==> config.mk <==
export PLATFORM = sky130hd
export DESIGN_NAME = risc_spm
export DESIGN_NICKNAME = d
export VERILOG_FILES = /design/src/rtl/risc_spm.sv
export SDC_FILE = /design/constraint.sdc
export NUM_CORES = 2
export LEC_CHECK = 0
export BUFFER_PORTS_ARGS = -buffer_cell sky130_fd_sc_hd__buf_2
export CORE_UTILIZATION = 63
export DETAILED_ROUTE_END_ITERATION = 12
export PLACE_DENSITY_LB_ADDON = 0.3
export SYNTH_ARGS = -nofsm -noshare
export SYNTH_HDL_FRONTEND = slang
export SYNTH_SLANG_ARGS = --single-unit
==> constraint.sdc <==
create_clock -name clk -period 15.3 [get_ports clk]
set_input_delay 2.295 -clock clk [delete_from_list [all_inputs] [get_ports clk]]
set_output_delay 2.295 -clock clk [all_outputs]
set_load 0.1 [all_outputs]
==> src/rtl/risc_spm.sv <==
// RISC_SPM: small stored-program CPU with a 256x8 unified memory and four general registers.
// Define RISC_SPM_ILLEGAL_HALT_EN to send opcodes 9-E to HALT; otherwise they execute as NOP.
module risc_spm (
    input  logic       clk,
    input  logic       rst,
    input  logic       load_en,
    input  logic [7:0] load_addr,
    input  logic [7:0] load_data,
    output logic [7:0] pc,
    output logic [7:0] ir,
    output logic [7:0] r0,
    output logic [7:0] r1,
    output logic [7:0] r2,
    output logic [7:0] r3,
    output logic       zero_flag,
    output logic       halted
);

    localparam int unsigned DW    = 8;
    localparam int unsigned DEPTH = 256;
    localparam int unsigned NREG  = 4;

    localparam logic [3:0] OP_NOP  = 4'h0;
    localparam logic [3:0] OP_ADD  = 4'h1;
    localparam logic [3:0] OP_SUB  = 4'h2;
    localparam logic [3:0] OP_AND  = 4'h3;
    localparam logic [3:0] OP_NOT  = 4'h4;
    localparam logic [3:0] OP_RD   = 4'h5;
    localparam logic [3:0] OP_WR   = 4'h6;
    localparam logic [3:0] OP_BR   = 4'h7;
    localparam logic [3:0] OP_BRZ  = 4'h8;
    localparam logic [3:0] OP_HALT = 4'hF;

    typedef enum logic [3:0] {
        S_IDLE, S_FET1, S_FET2, S_DEC, S_EX1,
        S_RD1, S_RD2, S_RD3, S_WR1, S_WR2, S_WR3,
        S_BR1, S_BR2, S_HALT
    } state_t;

    state_t                  state, state_n;
    logic [DW-1:0]           mem [DEPTH];
    logic [DW-1:0]           mar, mar_n, pc_n, ir_n;
    logic [NREG-1:0][DW-1:0] regs, regs_n;
    logic                    zf_n, halted_n, mem_we;
    logic [3:0]              op;
    logic [1:0]              src, dst;
    logic [DW-1:0]           mem_rd, a_val, b_val, alu_res;

    assign op     = ir[7:4];
    assign src    = ir[3:2];
    assign dst    = ir[1:0];
    assign mem_rd = mem[mar];
    // Operands come from the current register file, so src==dest sees the old value.
    assign a_val  = regs[dst];
    assign b_val  = regs[src];

    assign r0 = regs[0];
    assign r1 = regs[1];
    assign r2 = regs[2];
    assign r3 = regs[3];

    always_comb begin
        alu_res = '0;
        case (op)
            OP_ADD:  alu_res = a_val + b_val;
            OP_SUB:  alu_res = a_val - b_val;
            OP_AND:  alu_res = a_val & b_val;
            OP_NOT:  alu_res = ~b_val;
            default: alu_res = '0;
        endcase
    end

    // Next-state and datapath control.
    always_comb begin
        state_n = state;
        mar_n   = mar;
        pc_n    = pc;
        ir_n    = ir;
        regs_n  = regs;
        zf_n    = zero_flag;
        mem_we  = 1'b0;
        case (state)
            S_IDLE: state_n = S_FET1;
            S_FET1: begin
                mar_n   = pc;
                state_n = S_FET2;
            end
            S_FET2: begin
                ir_n    = mem_rd;
                pc_n    = pc + 8'd1;
                state_n = S_DEC;
            end
            S_DEC: begin
                case (op)
                    OP_NOP:                         state_n = S_FET1;
                    OP_ADD, OP_SUB, OP_AND, OP_NOT: state_n = S_EX1;
                    OP_RD:                          state_n = S_RD1;
                    OP_WR:                          state_n = S_WR1;
                    OP_BR:                          state_n = S_BR1;
                    OP_BRZ: begin
                        if (zero_flag) begin
                            state_n = S_BR1;
                        end else begin
                            pc_n    = pc + 8'd1;
                            state_n = S_FET1;
                        end
                    end
                    OP_HALT:                        state_n = S_HALT;
                    default: begin
`ifdef RISC_SPM_ILLEGAL_HALT_EN
                        state_n = S_HALT;
`else
                        state_n = S_FET1;
`endif
                    end
                endcase
            end
            S_EX1: begin
                regs_n[dst] = alu_res;
                zf_n        = (alu_res == '0);
                state_n     = S_FET1;
            end
            S_RD1, S_WR1, S_BR1: begin
                mar_n = pc;
                if (state == S_RD1)      state_n = S_RD2;
                else if (state == S_WR1) state_n = S_WR2;
                else                     state_n = S_BR2;
            end
            S_RD2, S_WR2: begin
                mar_n   = mem_rd;
                pc_n    = pc + 8'd1;
                state_n = (state == S_RD2) ? S_RD3 : S_WR3;
            end
            S_RD3: begin
                regs_n[dst] = mem_rd;
                state_n     = S_FET1;
            end
            S_WR3: begin
                mem_we  = 1'b1;
                state_n = S_FET1;
            end
            S_BR2: begin
                pc_n    = mem_rd;
                state_n = S_FET1;
            end
            S_HALT:  state_n = S_HALT;
            default: state_n = S_IDLE;
        endcase
        halted_n = (state_n == S_HALT);
    end

    always_ff @(posedge clk or posedge rst) begin
        if (rst) state <= S_IDLE;
        else     state <= state_n;
    end

    always_ff @(posedge clk or posedge rst) begin
        if (rst) begin
            pc        <= '0;
            ir        <= '0;
            mar       <= '0;
            regs      <= '0;
            zero_flag <= 1'b0;
            halted    <= 1'b0;
        end else begin
            pc        <= pc_n;
            ir        <= ir_n;
            mar       <= mar_n;
            regs      <= regs_n;
            zero_flag <= zf_n;
            halted    <= halted_n;
        end
    end

    // Memory is never reset; the external load port wins over a CPU store.
    always_ff @(posedge clk) begin
        if (load_en)     mem[load_addr] <= load_data;
        else if (mem_we) mem[mar]       <= b_val;
    end

endmodule

==> metrics.log <==
INFO  metric status = complete, but fails checks
INFO  metric failed_checks = design-rule violations
INFO  metric placement.io_buffers = 68
INFO  metric p_clk_share = 29.9%
INFO  metric cts_root_buffer_type = sky130_fd_sc_hd__clkbuf_16
INFO  metric wire_length_of_the_first_global_routing_pass = 302000 um
INFO  metric final_util = 69.9%
INFO  metric place_ws = 8.51 ns
INFO  metric mostFrequentLayoutCell = sky130_fd_sc_hd__edfxtp_1
INFO  metric critical_path.slowest_cell = sky130_fd_sc_hd__dfrtp_4
INFO  metric post_synth.cell_area_avg = 20.0 sq um
INFO  metric setup_repair_after_global_routing_missed_its_margin = no
INFO  metric post_cts_buffers = 0
INFO  metric critPathMostFrequentCell = sky130_fd_sc_hd__buf_4
INFO  metric num_rows = between 100 and 150
INFO  metric timing.critical_path.from = mar[0]$_DFFE_PP0P_
INFO  metric groute.usage.overall = between 30% and 40%
INFO  metric power_leakage = 28.6 nW
INFO  metric overflow = 0
INFO  metric setup_ws = about 8.9 ns
INFO  metric slew_viol_final = 0
INFO  metric clkSinkCount = 2110
INFO  metric detailedRoute.firstIterationViolations = between 6k and 7k
INFO  metric synth_enable_flop_cells = 2048
INFO  metric area_growth_syn_to_layout = 10.2%
INFO  metric timing.critical_path.max_delay_family = buffers and inverters
INFO  metric yosysUniqueCellTypes = 68
INFO  metric critPathArrivalTime = between 7 and 8 ns
INFO  metric sequentialPowerShare = 41.1%
INFO  metric dieArea = 0.134 sq mm
INFO  metric yosys_most_used_dff = sky130_fd_sc_hd__edfxtp_1
INFO  metric most_frequent_cells_in_the_layout = sky130_fd_sc_hd__edfxtp_1 (2048), sky130_fd_sc_hd__mux4_2 (510), sky130_fd_sc_hd__nor2_1 (311)
INFO  metric required = 15.98 ns
INFO  metric path_cells = buf_4 > buf_4 > buf_4 > mux4_2 > a22oi_1 > nand2_1 > a2111oi_0 > nor4_1 > a31oi_1 > o31ai_1
INFO  metric async_s_r_ff_share_synth = 2.94%
INFO  metric worst_slew_margin_rel = between 10% and 20%
INFO  metric crit_fanout = between 40 and 50
INFO  metric layout_worst_path_cycle_share = 41.5%
INFO  metric worst_setup_ep_type = register
INFO  metric first_global_vias = 43.3k
INFO  metric syn_area = 0.0833 sq mm
INFO  metric final_period_minus_worst_setup_slack = 6.35 ns
INFO  metric setup_viol_count_final = 0
INFO  metric dpl.hpwl = 122000 um
INFO  metric cts_tree = yes
INFO  metric gp_congestion = 0.881
INFO  metric routed_wire_length_per_instance = 34.1 um
INFO  metric finalSetupTns = 0 ns
INFO  metric clock_tree.buffer_depth = 3
INFO  metric final_net_count = about 4.3k
INFO  metric drv_cap = 0
INFO  metric crit_path_max_incr_delay = between 0.9 and 1 ns
INFO  metric syn_inst = 4171
INFO  metric power_density_over_the_cells = 178 mW/mm^2
INFO  metric die_height = 366 um
INFO  metric hold_viol = 0
INFO  metric sw_frac_of_total = between 30% and 40%
INFO  metric initial_standard_cell_utilization_of_the_core = 63.4%
INFO  metric floorplan.core_area = ~0.13 sq mm
INFO  metric die_w = 366 um
INFO  metric dr_total_vias = 44.1k
INFO  metric comb_power_share = 29.0%
INFO  metric viasPerCell = 7.12
INFO  metric worstReg2RegStart = mar[0]$_DFFE_PP0P_
INFO  metric worstHoldPathType = register to register
INFO  metric buffering_stage_count_on_the_worst_path_with_inverters_included = 3
INFO  metric tightest_slew = 1.33 ns
INFO  metric vdd_ir_drop_max = 0.000164 V
INFO  metric cts-htree-levels = 4
INFO  metric final_layout_size_suffix_gt1_share = 22.2%
INFO  metric timing.fmax = 157 MHz
INFO  metric initial_antenna_violation_count = 7
INFO  metric cts-buffers-inserted = 199
INFO  metric finalWirelength = 211000 um
INFO  metric ioPinCount = 69
INFO  metric share_of_synthesized_area_occupied_by_flip_flops_and_latches = approximately 76%
INFO  metric hold_path.startpoint = r2[0]$_DFFE_PP0P_
INFO  metric fin_worst_skew = 0.0579 ns
INFO  metric cts_repair_resize_count = 0
INFO  metric worstSetupStartpointType = register
INFO  metric synth.net_count = 4201
INFO  metric crit_type = register to register
INFO  metric pin_count_of_the_biggest_net_entering_global_routing = 255
INFO  metric clk_pin_slew = 0.06 ns
INFO  metric netSwitchingPower = 5.35 mW
INFO  metric clock_insertion_delay_worst_skew = between 0.8 and 0.9 ns
INFO  metric cts_hold_buffers = 0
INFO  metric postRouteAntennaNets = 0
INFO  metric drt_pass1_iterations = 12
INFO  metric yosys_warnings = 0
INFO  metric remaining_drcs = 3
INFO  metric p_int = 11.0 mW
INFO  metric synth.ff_latch_count = 2110
## Yosys cell counts (all sizes together) (8+ instances only)
cell,count,area [sq um]
a211oi,33,248
dfrtp,62,1550
a22oi,111,833
o221ai,21,184
o22ai,39,244
clkbuf,114,428
nand2,249,935
edfxtp,2048,61500
ha,10,125
nor2b,22,138
a31oi,16,100
o21ai,58,290
mux2i,90,901
a21oi,73,365
mux2,22,248
o31ai,23,178
inv,13,48.8
o211ai,15,113
nor3,18,90.1
nor4,11,68.8
mux4,515,11600
buf,133,762
nor2,313,1170
nand2b,22,138
and3,8,50.1
or4,15,113
nand3,32,160
## layer usage
metal  share of wire, %  track usage (%)
met5              0.049                0
met4                4.0             11.6
met3                 13             9.20
met2                 47             48.4
met1                 36             45.5
## power by group through the flow
stage	registers [mW]	logic [mW]	clock network [mW]
2_1_floorplan	7.03	3.10	0
3_3_place_gp	6.81	4.57	0
3_5_place_dp	6.82	4.60	0
4_1_cts	6.69	4.66	4.89
5_1_grt	6.71	4.92	5.11
6_report	6.70	4.73	4.89
## cell type report
| class | count | area (sq um) |
|---|---|---|
| antenna | 6 | 15.0 |
| clock buffer | 251 | 5200 |
| clock inverter | 119 | 1230 |
| fill | 7523 | 39500 |
| inverter | 13 | 48.8 |
| multi-input combinational | 1801 | 19100 |
| sequential | 2110 | 63100 |
| tap | 1755 | 2200 |
| timing repair buffer | 134 | 936 |
## worst reg2reg max path: stages, from the launching register on
cell	delay, ns
sky130_fd_sc_hd__dfrtp_4	0.96
sky130_fd_sc_hd__buf_4	0.79
sky130_fd_sc_hd__buf_4	0.84
sky130_fd_sc_hd__buf_4	0.87
sky130_fd_sc_hd__mux4_2	0.65
sky130_fd_sc_hd__a22oi_1	0.22
sky130_fd_sc_hd__nand2_1	0.07
sky130_fd_sc_hd__a2111oi_0	0.77
sky130_fd_sc_hd__nor4_1	0.25
sky130_fd_sc_hd__a31oi_1	0.59
sky130_fd_sc_hd__o31ai_1	0.17
## worst paths after layout
check / to / slack [ns] / cells past startpoint
max: r0[6]$_DFFE_PP0P_ / 8.95 / 10
min reg2reg: r2[0]$_DFFE_PP0P_ / 0.54 / 2
min in group asynchronous: halted$_DFF_PP0_ / 1.67 / 3
min: r2[0]$_DFFE_PP0P_ / 0.54 / 2
max reg2reg: r0[6]$_DFFE_PP0P_ / 8.95 / 10
max in group asynchronous: mar[2]$_DFFE_PP0P_ / 13.00 / 3
## registers in the layout, indices dropped and copies added (netlist names)
name,flops
state,4
pc,8
r3,8
mem,2048
r0,8
halted,1
mar,8
r1,8
r2,8
ir,8
zero_flag,1
## cell families after synthesis
| group | count (synthesis) | synth area share, % |
|---|---|---|
| flops | 2110 | 75.7 |
| simple gates | 724 | 3.72 |
| mux | 627 | 15.3 |
| compound gates | 426 | 3.45 |
| buf+inv | 260 | 1.49 |
| xor+xnor | 13 | 0.146 |
| fa+ha+maj | 11 | 0.174 |
## stage by stage
step / hold WS, ns / power, mW / instance area [sq um] / cells
floorplan: 0.618 / 10.1 / 83300 / 4171
global placement: 0.519 / 11.4 / 85400 / 5813
detailed placement: 0.528 / 11.4 / 85400 / 5813
CTS: 0.541 / 16.2 / 91800 / 6183
global route: 0.566 / 16.7 / 91800 / 6183
finish: 0.543 / 16.3 / 91800 / 6189
No activity file was read; power rests on OpenSTA's default activity.
